[src/rtl/fft_rd_pkg.sv]
// rtl/fft_rd_pkg.sv - shared constants and word-slot enum for fft_result_reader
// FFT_READER_POWER_EN appends NCH power words to every frame.
package fft_rd_pkg;

  localparam int NCH       = 7;
  localparam int DW        = 32;
  localparam int PWR_SHIFT = 16;
  localparam int NW_BASE   = 4 * NCH;
  localparam int NW_PWR    = 5 * NCH;

`ifdef FFT_READER_POWER_EN
  localparam int NW = NW_PWR;
`else
  localparam int NW = NW_BASE;
`endif

  typedef enum logic [1:0] {
    U_RE = 2'd0,
    U_IM = 2'd1,
    I_RE = 2'd2,
    I_IM = 2'd3
  } word_slot_e;

`ifdef FFT_READER_POWER_EN
  // Saturate when the bits above the DW-bit sign position are not a pure sign extension.
  function automatic logic [DW-1:0] power_word(input logic signed [DW-1:0] ure,
                                               input logic signed [DW-1:0] uim,
                                               input logic signed [DW-1:0] ire,
                                               input logic signed [DW-1:0] iim);
    logic signed [2*DW-1:0] p_re;
    logic signed [2*DW-1:0] p_im;
    logic signed [2*DW:0]   sum;
    logic signed [2*DW:0]   sh;
    p_re = ure * ire;
    p_im = uim * iim;
    sum  = (2*DW+1)'(p_re) + (2*DW+1)'(p_im);
    sh   = sum >>> PWR_SHIFT;
    if (!sh[2*DW] && (|sh[2*DW-1:DW-1]))
      power_word = {1'b0, {(DW-1){1'b1}}};
    else if (sh[2*DW] && !(&sh[2*DW-1:DW-1]))
      power_word = {1'b1, {(DW-1){1'b0}}};
    else
      power_word = sh[DW-1:0];
  endfunction
`endif

endpackage

[src/rtl/fft_result_reader_if.sv]
// rtl/fft_result_reader_if.sv - outbound frame word stream with valid/ready/last
interface fft_result_reader_if;
  import fft_rd_pkg::*;

  logic [DW-1:0] out_data;
  logic          out_valid;
  logic          out_ready;
  logic          out_last;

  modport master (output out_data, output out_valid, output out_last, input out_ready);
  modport slave  (input out_data, input out_valid, input out_last, output out_ready);

endinterface

[src/rtl/fft_rd_capture.sv]
// rtl/fft_rd_capture.sv - one capture bank: done edge detect, bank register, full flag
module fft_rd_capture
  import fft_rd_pkg::*;
(
  input  logic              clk,
  input  logic              reset,
  input  logic              done,
  input  logic [NCH*DW-1:0] re,
  input  logic [NCH*DW-1:0] im,
  input  logic              clr,
  output logic [NCH*DW-1:0] bank_re,
  output logic [NCH*DW-1:0] bank_im,
  output logic              full,
  output logic              ovr
);

  logic done_q;
  logic rise;

  assign rise = done & ~done_q;
  // A load coinciding with the copy-out is a fresh capture, not an overwrite.
  assign ovr  = rise & full & ~clr;

  always_ff @(posedge clk or posedge reset) begin
    if (reset) begin
      done_q  <= 1'b0;
      bank_re <= '0;
      bank_im <= '0;
      full    <= 1'b0;
    end else begin
      done_q <= done;
      if (rise) begin
        bank_re <= re;
        bank_im <= im;
        full    <= 1'b1;
      end else if (clr) begin
        full <= 1'b0;
      end
    end
  end

endmodule

[src/rtl/fft_result_reader.sv]
// rtl/fft_result_reader.sv - double-buffered U/I FFT bin capture, serialized as one frame
// FFT_READER_POWER_EN adds per-channel power words after the bin words.
module fft_result_reader
  import fft_rd_pkg::*;
(
  input  logic                      clk,
  input  logic                      reset,
  input  logic [NCH*DW-1:0]         u_re,
  input  logic [NCH*DW-1:0]         u_im,
  input  logic                      done_u,
  input  logic [NCH*DW-1:0]         i_re,
  input  logic [NCH*DW-1:0]         i_im,
  input  logic                      done_i,
  fft_result_reader_if.master       dst,
  output logic                      busy,
  output logic [7:0]                ovr_cnt
);

  localparam logic [0:0] ST_IDLE = 1'b0;
  localparam logic [0:0] ST_SEND = 1'b1;

  logic [0:0]        state;
  logic [5:0]        w;
  logic [5:0]        w_nxt;
  logic              copy;
  logic              accept;
  logic [NCH*DW-1:0] bu_re, bu_im, bi_re, bi_im;
  logic [NCH*DW-1:0] sb_ure, sb_uim, sb_ire, sb_iim;
  logic              u_full, i_full, u_ovr, i_ovr;
  logic [NW_BASE*DW-1:0] frame;
  logic [DW-1:0]     next_word;
  logic [8:0]        ovr_sum;

  fft_rd_capture u_cap (
    .clk(clk), .reset(reset), .done(done_u), .re(u_re), .im(u_im), .clr(copy),
    .bank_re(bu_re), .bank_im(bu_im), .full(u_full), .ovr(u_ovr)
  );

  fft_rd_capture i_cap (
    .clk(clk), .reset(reset), .done(done_i), .re(i_re), .im(i_im), .clr(copy),
    .bank_re(bi_re), .bank_im(bi_im), .full(i_full), .ovr(i_ovr)
  );

  assign copy    = (state == ST_IDLE) && u_full && i_full;
  assign accept  = (state == ST_SEND) && dst.out_valid && dst.out_ready;
  assign w_nxt   = w + 6'd1;
  assign busy    = (state == ST_SEND);
  assign ovr_sum = {1'b0, ovr_cnt} + 9'(u_ovr) + 9'(i_ovr);

  always_comb begin
    frame = '0;
    for (int k = 0; k < NCH; k++) begin
      frame[(4*k + int'(U_RE))*DW +: DW] = sb_ure[k*DW +: DW];
      frame[(4*k + int'(U_IM))*DW +: DW] = sb_uim[k*DW +: DW];
      frame[(4*k + int'(I_RE))*DW +: DW] = sb_ire[k*DW +: DW];
      frame[(4*k + int'(I_IM))*DW +: DW] = sb_iim[k*DW +: DW];
    end
  end

`ifdef FFT_READER_POWER_EN
  logic [5:0] pidx;
  assign pidx = w_nxt - 6'(NW_BASE);
`endif

  // The word after the current one is prepared here so out_data stays a plain register.
  always_comb begin
    next_word = frame[int'(w_nxt)*DW +: DW];
`ifdef FFT_READER_POWER_EN
    if (w_nxt >= 6'(NW_BASE))
      next_word = power_word(sb_ure[int'(pidx)*DW +: DW], sb_uim[int'(pidx)*DW +: DW],
                             sb_ire[int'(pidx)*DW +: DW], sb_iim[int'(pidx)*DW +: DW]);
`endif
  end

  always_ff @(posedge clk or posedge reset) begin
    if (reset) begin
      state         <= ST_IDLE;
      w             <= 6'd0;
      dst.out_data  <= '0;
      dst.out_valid <= 1'b0;
      dst.out_last  <= 1'b0;
      sb_ure        <= '0;
      sb_uim        <= '0;
      sb_ire        <= '0;
      sb_iim        <= '0;
      ovr_cnt       <= 8'd0;
    end else begin
      ovr_cnt <= (ovr_sum > 9'd255) ? 8'hFF : ovr_sum[7:0];
      case (state)
        ST_IDLE: begin
          if (copy) begin
            sb_ure        <= bu_re;
            sb_uim        <= bu_im;
            sb_ire        <= bi_re;
            sb_iim        <= bi_im;
            w             <= 6'd0;
            dst.out_data  <= bu_re[DW-1:0];
            dst.out_valid <= 1'b1;
            dst.out_last  <= 1'b0;
            state         <= ST_SEND;
          end
        end
        ST_SEND: begin
          if (accept) begin
            if (w == 6'(NW-1)) begin
              dst.out_valid <= 1'b0;
              dst.out_last  <= 1'b0;
              state         <= ST_IDLE;
            end else begin
              w            <= w_nxt;
              dst.out_data <= next_word;
              dst.out_last <= (w_nxt == 6'(NW-1));
            end
          end
        end
        default: state <= ST_IDLE;
      endcase
    end
  end

endmodule

[src/flat_wrapper.sv]
// flat-port wrapper written by rule: the top's interface ports become plain ports
module fft_result_reader_flat import fft_rd_pkg::*;
  (clk, reset, u_re, u_im, done_u, i_re, i_im, done_i, busy, ovr_cnt, dst_out_data, dst_out_valid, dst_out_last, dst_out_ready);
  fft_result_reader_if dst_i ();
  input  logic clk;
  input  logic reset;
  input  logic [NCH*DW-1:0] u_re;
  input  logic [NCH*DW-1:0] u_im;
  input  logic done_u;
  input  logic [NCH*DW-1:0] i_re;
  input  logic [NCH*DW-1:0] i_im;
  input  logic done_i;
  output logic busy;
  output logic [7:0] ovr_cnt;
  output wire logic [$bits(dst_i.out_data)-1:0] dst_out_data;
  output wire logic [$bits(dst_i.out_valid)-1:0] dst_out_valid;
  output wire logic [$bits(dst_i.out_last)-1:0] dst_out_last;
  input wire logic [$bits(dst_i.out_ready)-1:0] dst_out_ready;
  assign dst_out_data = dst_i.out_data;
  assign dst_out_valid = dst_i.out_valid;
  assign dst_out_last = dst_i.out_last;
  assign dst_i.out_ready = dst_out_ready;
  fft_result_reader u_core (.clk(clk), .reset(reset), .u_re(u_re), .u_im(u_im), .done_u(done_u), .i_re(i_re), .i_im(i_im), .done_i(done_i), .dst(dst_i), .busy(busy), .ovr_cnt(ovr_cnt));
endmodule
[config.mk]
export PLATFORM = sky130hd
export DESIGN_NAME = fft_result_reader_flat
export DESIGN_NICKNAME = d
export VERILOG_FILES = /design/src/rtl/fft_rd_pkg.sv /design/src/rtl/fft_result_reader_if.sv /design/src/rtl/fft_rd_capture.sv /design/src/rtl/fft_result_reader.sv /design/src/flat_wrapper.sv
export SDC_FILE = /design/constraint.sdc
export NUM_CORES = 2
export LEC_CHECK = 0
export CORE_UTILIZATION = 40
export CTS_BUF_LIST = sky130_fd_sc_hd__clkbuf_8
export CTS_CLUSTER_DIAMETER = 100
export CTS_CLUSTER_SIZE = 25
export DETAILED_ROUTE_END_ITERATION = 16
export HOLD_SLACK_MARGIN = 0.15
export PLACE_DENSITY = 0.68
export SKIP_LAST_GASP = 1
export SYNTH_ARGS = -nofsm -noshare
export SYNTH_HDL_FRONTEND = slang
export SYNTH_SLANG_ARGS = --single-unit
[constraint.sdc]
create_clock -name clk -period 82.2 [get_ports clk]
set_input_delay 8.22 -clock clk [delete_from_list [all_inputs] [get_ports clk]]
set_output_delay 8.22 -clock clk [all_outputs]
set_load 0.005 [all_outputs]
# After elaboration in Yosys (flattened, before gate mapping)
# Cells that the tools add are included.
dict set report classes {
  addsub 3
  magnitude_cmp 1
  eq_ne 6
  shifts 1
  n_mux 23
  bitwise_logic 10
  reduce_logical 10
}
# operator n
set op_table {}
lappend op_table {{$shiftx A896 B12 Y32} 1}
lappend op_table {{$mux W32} 3}
lappend op_table {{$pmux W32 S2} 1}
lappend op_table {{$mux W6} 3}
lappend op_table {{$eq A6 B5 Y1 const B} 2}
lappend op_table {{$pmux W6 S2} 1}
lappend op_table {{$mux W1} 11}
lappend op_table {{$add A8 B1 Y9} 1}
lappend op_table {{$add A9 B1 Y9} 1}
lappend op_table {{$gt A9 B8 Y1 const B} 1}
lappend op_table {{$mux W8} 1}
lappend op_table {{$ne A2 B2 Y1 const B} 4}
lappend op_table {{$add A6 B1 Y6 const B} 1}
lappend op_table {{$and A1 B1 Y1} 6}
lappend op_table {{$pmux W1 S2} 3}
lappend op_table {{$reduce_and A3 Y1} 2}
lappend op_table {{$logic_and A1 B1 Y1} 4}
lappend op_table {{$not A1 Y1} 4}
lappend op_table {{$reduce_and A2 Y1} 2}
lappend op_table {{$reduce_bool A2 Y1} 2}
dict set report totals {
  ff_bits 1845
}

# Logic depth before layout (Yosys ltp)
dict set report depth {
  word_depth 9
  mapped_depth 14
}

# Hierarchy
# A second synthesis with hierarchy kept.
dict set report hier_totals {
  cells_unflattened 6571
  area_unflattened_um2 80862.6
}
# mod instances cells_per_inst area_each_um2 seq_area_each_um2
set by_module_without_submodules {}
lappend by_module_without_submodules {fft_result_reader 1 4663 43146.4 23647.7}
lappend by_module_without_submodules {fft_rd_capture 2 954 18858.1 11260.8}

# Least setup slack after synthesis
# OpenSTA, ideal clock, no wires.
dict set report synth_timing {
  kind {input -> register}
  start {in done_u}
  end {reg u_core.ovr_cnt[1]}
  setup_time_ns 0.070
  arrival_time_ns 10.161
  required_time_ns 82.130
  setup_slack_ns 71.969
  stages 11
  n_path_buf 3
  path_cell_list {nor2b_1 -> clkbuf_1 -> clkbuf_1 -> nand3_1 -> fa_1 -> inv_1 -> ha_1 -> and3_1 -> clkbuf_1 -> nand3_1 -> nand2b_1}
}
dict set report synth_via {
  elab_chain_len 7
}
# element line
set synth_rtl {}
lappend synth_rtl {{start: declaration} flat_wrapper.sv:9} ;# input logic done_u;
lappend synth_rtl {{$and A1 B1 Y1 *} fft_rd_capture.sv:20} ;# assign rise = done & ~done_q;
lappend synth_rtl {{$and A1 B1 Y1 * (2 in series)} fft_rd_capture.sv:22} ;# assign ovr = rise & full & ~clr;
lappend synth_rtl {{$add A8 B1 Y9 *} fft_result_reader.sv:48} ;# assign ovr_sum = {1'b0, ovr_cnt} + 9'(u_ovr) + 9'(i_ovr);
lappend synth_rtl {{$add A9 B1 Y9 *} fft_result_reader.sv:48}
lappend synth_rtl {{$gt A9 B8 Y1} fft_result_reader.sv:88} ;# ovr_cnt <= (ovr_sum > 9'd255) ? 8'hFF : ovr_sum[7:0];
lappend synth_rtl {{$mux W8 *} fft_result_reader.sv:88}
lappend synth_rtl {{end signal: assignment} fft_result_reader.sv:88}
lappend synth_rtl {{end: declaration} fft_result_reader.sv:16} ;# output logic [7:0] ovr_cnt
# Every way passes the cells marked *; elsewhere a longest branch is shown, timed or not.
# A chain may end at the register's enable or synchronous reset.

==> flow_metrics.tcl <==
set metrics [dict create \
    status "completed" \
    start_util_pct 40.4 \
    synth_xor_area_share_pct 0.135 \
    fin_crit_sh_pct 14.3 \
    dp.cells 11500 \
    switching_share_pct 41.3 \
    drc 0 \
    synth_compound_area_share_pct 1.51 \
    synth_top_family_by_area "simple AND/OR/NAND/NOR gates" \
    htreeDepth 3 \
    clk_latency_ns 0.92 \
    drtIter0Drc 6277 \
    grt_pass1_wl_mm 385 \
    critPathMaxFanout 96 \
    hold_path_class "reg2reg" \
    yosys_warnings 0 \
    cts_buffers 89 \
    nNetsFinal 9957 \
    synth.ff_latch_count 1845 \
    synth-edff-count 0 \
    rows 159 \
    dieArea_sq_um 192000 \
    cp.required_ns 83.06 \
    synth_top_cells_by_area "dfrtp_1 61%, nand2_1 27%, mux4_2 6.6%, clkbuf_1 1.5%, buf_2 0.98%" \
    worstMarginPinSlew_ns 1.40 \
    finalWorstPathRequiredPeriod_ns 11.76 \
    comb_power_share_pct 41.1 \
    yosys.area_share.simple_pct 28.1 \
    critPathLaunchType "primary input" \
    yosys.area.top_type_share_pct 60.6 \
    vias 59900 \
    cts-resized-gates 0 \
    die_w_um 439 \
    cap_violations 0 \
    clock_path_buffers 3 \
    slew_headroom_pct 6.76 \
    grt_pass1_vias 59300 \
    ant_nets 0 \
    cp.arrival_ns 12.62 \
    ys_async_sr_fraction_pct 100 \
    wl_mm 262 \
    synth_nets 9336 \
    via_per_inst 5.16 \
    cts_tree "yes" \
    antenna_found_initial 57 \
    worstSetupEndpointType "async pin" \
    routabilityCongestion 0.901 \
    track_usage_pct 26.9 \
    dr.pass1.iters 5 \
    clk_pin_slew_ns 0.15 \
    p_per_area_nw_per_um2 32.3 \
    post-dp-hpwl_mm 186 \
    synth_ff_type "dfrtp_1" \
    ir_drop_uv 38.6 \
    setup_viol 0 \
    cts_root_buf "clkbuf_8" \
    port_buffers 943 \
    ys_seq_area_share_pct 60.6 \
    power_leakage_nw 45.8 \
    post_drt_wl_per_cell_um 22.5 \
    cts_sinks 1845 \
    ys_types 46 \
    syn-cell-area_sq_um 76200 \
    area_growth_pct 17.0 \
    core_sq_um 189000 \
    synthMuxAreaShare_pct 6.62 \
    overflow 0 \
    seqPwrFrac_pct 45.0 \
    final_common_cell "nand2_1" \
    netSwitchingPower_w 0.00119 \
    fin_cells 11600 \
    die-height_um 439 \
    rsz0062_at_grt "false" \
    final_util_pct 47.3 \
    hold_viol 0 \
    grt_max_degree 215 \
    internal_power_w 0.00169 \
    drive_gt1_share_pct 4.86 \
    tns_ns 0 \
    fill_cells 17900 \
    final.setup_skew_ns 0.0970 \
    synthCells 8431 \
    synth_top_area_cell "dfrtp_1" \
    clock_power_share_pct 13.9 \
    ios 944 \
    cts_hold_buf 0 \
    syn_avg_cell_area_sq_um 9.04 \
    power_w 0.00289 \
    slew_violations 0 \
    synth_fa_ha_area_share_pct 0.0755 \
    post_cts_buffers 0 \
    clock.fmax_ghz 0.0850 \
    final_cell_mix "5492 x nand2_1, 1844 x dfrtp_1, 943 x clkdlybuf4s50_1" \
    critical_path_class "in2async" \
]
[registers in the layout, indices dropped and copies added (netlist names)]
name and cells:
u_core.sb_ure 224, u_core.sb_iim 224, u_core.sb_uim 224, u_core.i_cap.bank_im 224, u_core.ovr_cnt 8, u_core.u_cap.done_q 1, u_core.i_cap.full 1, u_core.busy 1
u_core.w 6, u_core.i_cap.done_q 1, u_core.dst.out_last 1, u_core.dst.out_valid 1, u_core.sb_ire 224, u_core.i_cap.bank_re 224, u_core.u_cap.full 1, u_core.u_cap.bank_im 224
u_core.dst.out_data 32, u_core.u_cap.bank_re 224
[final cells by class]
class                           count  area [sq um]  share of cell area (%)
Antenna cell                       49           123                   0.137
Multi-Input combinational cell   6050         27900                    31.2
Clock inverter                     16           260                   0.292
Inverter                           38           150                   0.168
Tap cell                         2495          3120                    3.50
Clock buffer                       93          1280                    1.43
Timing Repair Buffer             1028         10200                    11.5
Sequential cell                  1845         46200                    51.8
[cell usage after synthesis (11+ instances only)]
| library cell | count |
|---|---|
| clkbuf_1 | 308 |
| o21ai_0 | 34 |
| mux4_2 | 224 |
| inv_1 | 37 |
| o211ai_1 | 32 |
| o2111ai_1 | 32 |
| buf_2 | 149 |
| buf_4 | 24 |
| a221oi_1 | 31 |
| nand3_1 | 44 |
| dfrtp_1 | 1845 |
| buf_1 | 11 |
| nand2_1 | 5492 |
| nor2_1 | 101 |
[power by group through the flow]
stage / clock network, W / logic [W] / registers [W]
after global routing: 0.000440 / 0.00128 / 0.00132
after CTS: 0.000412 / 0.00120 / 0.00129
after detailed placement: 0 / 0.00120 / 0.00131
final: 0.000402 / 0.00118 / 0.00130
after global placement: 0 / 0.00118 / 0.00130
after floorplan: 0 / 0.000740 / 0.00127
[logic make-up after synthesis]
kind of cell / Yosys count
AOI/OAI and AO/OA: 149
xor gates and xnor gates: 10
buffers and inverters: 536
muxes: 224
adders and majority gates: 4
DFF: 1845
and+or+nand+nor: 5663
[metrics by stage]
step / hold WS (ns) / cell area [sq um] / setup slack [ns]
2_1_floorplan: 0.439 / 76200 / 21.89
3_3_place_gp: 0.448 / 87500 / 69.51
4_1_cts: 0.411 / 89100 / 70.41
5_1_grt: 0.449 / 89200 / 69.90
3_5_place_dp: 0.446 / 87500 / 69.42
6_report: 0.438 / 89200 / 70.44
[worst max-delay path: stages]
cell and delay [ns]:
clkdlybuf4s50_1 0.49, inv_8 0.48, buf_4 0.65, buf_4 0.69
buf_4 0.83, buf_4 0.94
[layer usage]
layer	up-vias	track usage, %	routed length, um
li1	27300	-	-
met1	29900	35.0	104000
met2	2213	41.8	122000
met3	465	4.20	16500
met4	14	18.0	18700
met5	-	0	87
[worst paths after layout]
path	startpoint	endpoint	slack, ns	cells after the start
worst max-delay path	reset	u_core.i_cap.done_q$_DFF_PP0_	70.44	6
worst min-delay path	u_core.i_cap.bank_im[133]$_DFFE_PP0N_	u_core.sb_iim[133]$_DFFE_PP0P_	0.44	2
worst max register to register	u_core.w[0]$_DFFE_PP0P_	u_core.dst.out_data[19]$_DFFE_PP0P_	76.50	9
worst min register to register	u_core.i_cap.bank_im[133]$_DFFE_PP0N_	u_core.sb_iim[133]$_DFFE_PP0P_	0.44	2
max in group clk	u_core.busy$_DFF_PP0_	busy	71.57	1
min in group asynchronous	reset	u_core.i_cap.bank_re[43]$_DFFE_PP0N_	7.80	2
Power figures use the tool's default switching activity.
